**config.mk**
```make
export PLATFORM = sky130hd
export DESIGN_NAME = matmul_apb_master
export DESIGN_NICKNAME = d
export VERILOG_FILES = /design/src/rtl/matmul_apb_master.sv
export SDC_FILE = /design/constraint.sdc
export NUM_CORES = 1
export LEC_CHECK = 0
export CAP_MARGIN = 25
export CORE_MARGIN = 4
export CORE_UTILIZATION = 40
export DETAILED_ROUTE_END_ITERATION = 8
export PLACE_DENSITY = 0.77
export RECOVER_POWER = 25
export SYNTH_ARGS = -nofsm -noshare
export SYNTH_HDL_FRONTEND = slang
export SYNTH_SLANG_ARGS = --single-unit
```
**constraint.sdc**
```tcl
create_clock -name clk -period 2.75 [get_ports clk]
set_input_delay 0.275 -clock clk [delete_from_list [all_inputs] [get_ports clk]]
set_output_delay 0.275 -clock clk [all_outputs]
set_load 0.05 [all_outputs]
```
**src/rtl/matmul_apb_master.sv**
```systemverilog
// APB initiator for the matmul accelerator slave port.
// Runs one SETUP+ACCESS transfer per command and returns data/error on a response channel.
module matmul_apb_master #(
    parameter int unsigned ADDR_WIDTH     = 16,
    parameter int unsigned BUS_WIDTH      = 64,
    parameter int unsigned TIMEOUT_CYCLES = 256,
    parameter int unsigned ERRCNT_WIDTH   = 16
) (
    input  logic                      clk,
    input  logic                      rst_n,
    input  logic                      cmd_valid,
    output logic                      cmd_ready,
    input  logic                      cmd_write,
    input  logic [ADDR_WIDTH-1:0]     cmd_addr,
    input  logic [BUS_WIDTH-1:0]      cmd_wdata,
    input  logic [BUS_WIDTH/8-1:0]    cmd_strb,
    output logic                      rsp_valid,
    input  logic                      rsp_ready,
    output logic [BUS_WIDTH-1:0]      rsp_rdata,
    output logic                      rsp_err,
    output logic                      rsp_timeout,
    output logic [ERRCNT_WIDTH-1:0]   err_count,
    output logic                      psel,
    output logic                      penable,
    output logic                      pwrite,
    output logic [ADDR_WIDTH-1:0]     paddr,
    output logic [BUS_WIDTH-1:0]      pwdata,
    output logic [BUS_WIDTH/8-1:0]    pstrb,
    input  logic [BUS_WIDTH-1:0]      prdata,
    input  logic                      pready,
    input  logic                      pslverr
);

    localparam int unsigned STRB_W = BUS_WIDTH / 8;
    localparam int unsigned CNT_W  = (TIMEOUT_CYCLES > 1) ? $clog2(TIMEOUT_CYCLES) : 1;
    localparam logic [CNT_W-1:0] CNT_LAST =
        CNT_W'((TIMEOUT_CYCLES == 0) ? 0 : TIMEOUT_CYCLES - 1);

    typedef enum logic [1:0] {
        IDLE   = 2'd0,
        SETUP  = 2'd1,
        ACCESS = 2'd2,
        RESP   = 2'd3
    } state_e;

    state_e                    state_q;
    logic                      psel_q;
    logic                      penable_q;
    logic                      pwrite_q;
    logic [ADDR_WIDTH-1:0]     paddr_q;
    logic [BUS_WIDTH-1:0]      pwdata_q;
    logic [STRB_W-1:0]         pstrb_q;
    logic                      rsp_valid_q;
    logic [BUS_WIDTH-1:0]      rsp_rdata_q;
    logic                      rsp_err_q;
    logic                      rsp_timeout_q;
    logic [ERRCNT_WIDTH-1:0]   err_count_q;
    logic [ERRCNT_WIDTH-1:0]   err_count_d;
    logic [CNT_W-1:0]          tcnt_q;
    logic                      timeout_hit;

    // Saturating increment and timeout detect for the current ACCESS cycle.
    always_comb begin
        err_count_d = (err_count_q == '1) ? err_count_q
                                          : err_count_q + ERRCNT_WIDTH'(1);
        timeout_hit = (TIMEOUT_CYCLES != 0) && (tcnt_q == CNT_LAST);
    end

    always_ff @(posedge clk) begin
        if (!rst_n) begin
            state_q       <= IDLE;
            psel_q        <= 1'b0;
            penable_q     <= 1'b0;
            pwrite_q      <= 1'b0;
            paddr_q       <= '0;
            pwdata_q      <= '0;
            pstrb_q       <= '0;
            rsp_valid_q   <= 1'b0;
            rsp_rdata_q   <= '0;
            rsp_err_q     <= 1'b0;
            rsp_timeout_q <= 1'b0;
            err_count_q   <= '0;
            tcnt_q        <= '0;
        end else begin
            case (state_q)
                IDLE: begin
                    if (cmd_valid) begin
                        state_q  <= SETUP;
                        psel_q   <= 1'b1;
                        pwrite_q <= cmd_write;
                        paddr_q  <= cmd_addr;
                        pwdata_q <= cmd_wdata;
                        pstrb_q  <= cmd_write ? cmd_strb : '0;
                    end
                end
                SETUP: begin
                    state_q   <= ACCESS;
                    penable_q <= 1'b1;
                    tcnt_q    <= '0;
                end
                ACCESS: begin
                    // pready takes priority over a timeout in the same cycle.
                    if (pready) begin
                        state_q       <= RESP;
                        psel_q        <= 1'b0;
                        penable_q     <= 1'b0;
                        rsp_valid_q   <= 1'b1;
                        rsp_rdata_q   <= pwrite_q ? '0 : prdata;
                        rsp_err_q     <= pslverr;
                        rsp_timeout_q <= 1'b0;
                        if (pslverr) begin
                            err_count_q <= err_count_d;
                        end
                    end else if (timeout_hit) begin
                        state_q       <= RESP;
                        psel_q        <= 1'b0;
                        penable_q     <= 1'b0;
                        rsp_valid_q   <= 1'b1;
                        rsp_rdata_q   <= '0;
                        rsp_err_q     <= 1'b1;
                        rsp_timeout_q <= 1'b1;
                        err_count_q   <= err_count_d;
                    end else begin
                        tcnt_q <= tcnt_q + CNT_W'(1);
                    end
                end
                RESP: begin
                    if (rsp_ready) begin
                        state_q     <= IDLE;
                        rsp_valid_q <= 1'b0;
                    end
                end
                default: state_q <= IDLE;
            endcase
        end
    end

    assign cmd_ready   = (state_q == IDLE);
    assign psel        = psel_q;
    assign penable     = penable_q;
    assign pwrite      = pwrite_q;
    assign paddr       = paddr_q;
    assign pwdata      = pwdata_q;
    assign pstrb       = pstrb_q;
    assign rsp_valid   = rsp_valid_q;
    assign rsp_rdata   = rsp_rdata_q;
    assign rsp_err     = rsp_err_q;
    assign rsp_timeout = rsp_timeout_q;
    assign err_count   = err_count_q;

endmodule

```
==> impl_metrics.toml, run 1 <==
[status]
status = "completed"

[grt]
grt_overflow = 0
grt_pass1_wl_um = 35200
grt_pass1_vias = 6431
track_usage_pct = 22.6
grt_max_degree = 91
antenna_found_initial = 1

[drt]
drc_errors = 0
wl_um = 22900
drt_iter0_drc = 305
vias = 6843
wl_per_cell_um = 17.0
dr.pass1.iters = 4
vias_per_cell = 5.08
ant_nets = 0

[logic_synthesis]
syn_area_mm2 = 0.00680
yosys_register_bits = 184
synth-compound-area-share_pct = 17.6
synth_top_family_by_area = "simple AND/OR/NAND/NOR gates"
synthXorXnorAreaFrac_pct = 0.773
synthMuxAreaShare_pct = 0.754
ys_seq_area_share_pct = 54.2
ys_top_cells_by_area = "dfxtp_1, nand2_1, a21oi_1"
synth_nets = 973
yosysTopAreaCell = "dfxtp_1"
ys_warn_count = 0
synth-async-reset-ratio_pct = 0
synth_area_per_cell_um2 = 8.42
yosys.area_share.simple_pct = 21.6
synth.distinct_cells = 48
yosysTopAreaCellShare_pct = 54.2
synth_ff_type = "dfxtp_1"
synthAdderAreaFrac_pct = 1.10
netlist_instances = 808
synth-edff-count = 0

[cts]
cts_hold_buf = 0
htree_levels = 4
ctsResizeCount = 0
cts_root_buf = "clkbuf_16"
post_cts_buffers = 0
cts_buffer_depth = 2
clock_latency_ps = 430
clk_pin_slew_worst_paths_ps = 70
clock_sinks = 184
numCtsBuffers = 17
cts_tree = "done"

[final_layout]
drive_gt1_share_pct = 4.62
ff_latch_area_mm2 = 0.00368
final_core_util_pct = 65.6
syn2layout_area_growth_pct = 60.5
final_cell_mix = "clkdlybuf4s50_1, nand2_1, dfxtp_1"
multi_input_area_mm2 = 0.00284
final_nets = 1278
mostFrequentLayoutCell = "clkdlybuf4s50_1"
fillCellCount = 1419
fin_cells = 1347

[worst_setup_path]
worstPathMaxFanout = 8
critical_path_required_ps = 3090
critPathArrivalTime_ps = 2670
critical_path_class = "reg2reg"
endpoint_kind = "flop"
cp-start-kind = "flop"

[placement]
gp_congestion = 0.831
hpwlAfterDp_um = 16200
dp_cells = 1314
io_buffers = 333

[power_and_ir_drop]
power_density_mw_per_mm2 = 826
power.leakage_nw = 3.99
vdd_drop_max_v = 0.000445

[timing]
rsz0062_at_grt = "false"
period_needed_ps = 2340
post-route-period-util_pct = 85.0
setup_tns_ps = 0
timing.slew.headroom_pct = 34.2
slew_violations = 0
hold_violations = 0
fin_skew_ps = 16.1
tightest_slew_ps = 987
fmax_mhz = 428
setup_viol = 0

[floorplan]
dieHeight_um = 138
rows = 47
coreArea_mm2 = 0.0166
die_w_um = 138
die_area_mm2 = 0.0192
ios = 334
initial_core_util_pct = 40.9

[flow_run]
drv_cap = 0

[worst_hold_path]
hold_path_class = "in2reg"
==> power by group <==
group | switching (mW) | internal, mW
clock | 1.11 | 1.37
combinational | 2.20 | 1.11
sequential | 0.193 | 3.03
total | 3.51 | 5.51
==> stage by stage <==
step / setup slack (ps) / hold WS (ps) / total power, mW / instance area [µm²]
floorplan: 781 / 411 / 5.36 / 6800
global placement: 659 / 438 / 6.60 / 10400
detailed placement: 619 / 445 / 6.64 / 10400
CTS: 477 / 374 / 9.14 / 11000
global route: 258 / 384 / 9.41 / 10900
finish: 412 / 390 / 9.01 / 10900
==> critical path, cell delays in order (launching register included) <==
cell      delay, ps
dfxtp_1         360
ha_1            240
nand4_1         190
o31ai_1         440
clkbuf_1        350
and4_2          340
a31oi_1          90
a311oi_1        250
==> kinds of logic (layout without fill, tap and decap cells) <==
group,after synthesis,count (layout)
compound gates,194,194
xor+xnor,6,6
fa+ha+maj,6,6
buf+inv,68,386
flops,184,184
mux,5,5
other cells,0,1
simple gates,345,345
==> area by class of cell <==
class                           count  share of cell area (%)
Sequential cell                   184                    33.7
Antenna cell                        1                  0.0229
Clock buffer                       18                    3.93
Inverter                           10                   0.367
Timing Repair Buffer              344                    31.9
Clock inverter                     14                    1.50
Tap cell                          220                    2.52
Multi-Input combinational cell    556                    26.0
==> layer usage <==
layer  global-route usage (%)  part of all wire (%)
met5                        0                     0
met4                     8.74                   2.5
met3                     8.63                   8.5
met2                     37.5                    48
met1                     26.5                    41
==> state kept, by name (all words and copies together), names as in the netlist <==
signal       flops
pwrite           1
rsp_rdata       64
err_count       16
rsp_timeout      1
pstrb            8
tcnt_q           8
rsp_valid        1
penable          1
rsp_err          1
pwdata          64
psel             1
paddr           16
state_q          2
==> synthesized netlist by cell type, types with 2 or more instances <==
cell and instances:
a21o_1 2, a21oi_1 102, a22oi_1 65, a31oi_1 2
and2_1 3, and3_1 3, and4_1 2, and4_2 3
buf_6 2, clkbuf_1 54, dfxtp_1 184, ha_1 6
inv_1 10, mux2i_1 4, nand2_1 195, nand2b_1 2
nand3_1 24, nand3_2 2, nand4_1 8, nor2_1 82
nor2b_1 2, nor3_1 6, nor4_1 3, o211ai_1 3
o21a_1 2, o21ai_0 7, o31ai_1 3, or4_1 3
xor2_1 5
==> final timing paths <==
check / slack (ps) / from / depth (start not counted) / endpoint
min: 390 / cmd_wdata[31] / 3 / pwdata[31]$_SDFFE_PN0P_
min reg2reg: 450 / pwdata[26]$_SDFFE_PN0P_ / 2 / pwdata[26]$_SDFFE_PN0P_
max: 410 / tcnt_q[0]$_SDFFE_PN0P_ / 7 / err_count[15]$_SDFFE_PN0P_
max reg2reg: 410 / tcnt_q[0]$_SDFFE_PN0P_ / 7 / err_count[15]$_SDFFE_PN0P_
No activity file was read; power rests on OpenSTA's default activity.
==> run 2: changes to the inputs <==
--- a/config.mk
+++ b/config.mk
@@ -11,6 +11,7 @@
 export DETAILED_ROUTE_END_ITERATION = 8
 export PLACE_DENSITY = 0.77
 export RECOVER_POWER = 25
+export SKIP_LAST_GASP = 1
 export SYNTH_ARGS = -nofsm -noshare
 export SYNTH_HDL_FRONTEND = slang
 export SYNTH_SLANG_ARGS = --single-unit
==> results of run 2 <==
Same layout as run 1: the final DEF is identical, and so are final timing and power.
==> run 3: changes to the inputs <==
--- a/config.mk
+++ b/config.mk
@@ -9,6 +9,7 @@
 export CORE_MARGIN = 4
 export CORE_UTILIZATION = 40
 export DETAILED_ROUTE_END_ITERATION = 8
+export GPL_ROUTABILITY_DRIVEN = 0
 export PLACE_DENSITY = 0.77
 export RECOVER_POWER = 25
 export SKIP_LAST_GASP = 1
==> results of run 3 <==
Same layout as run 1: the final DEF is identical, and so are final timing and power.
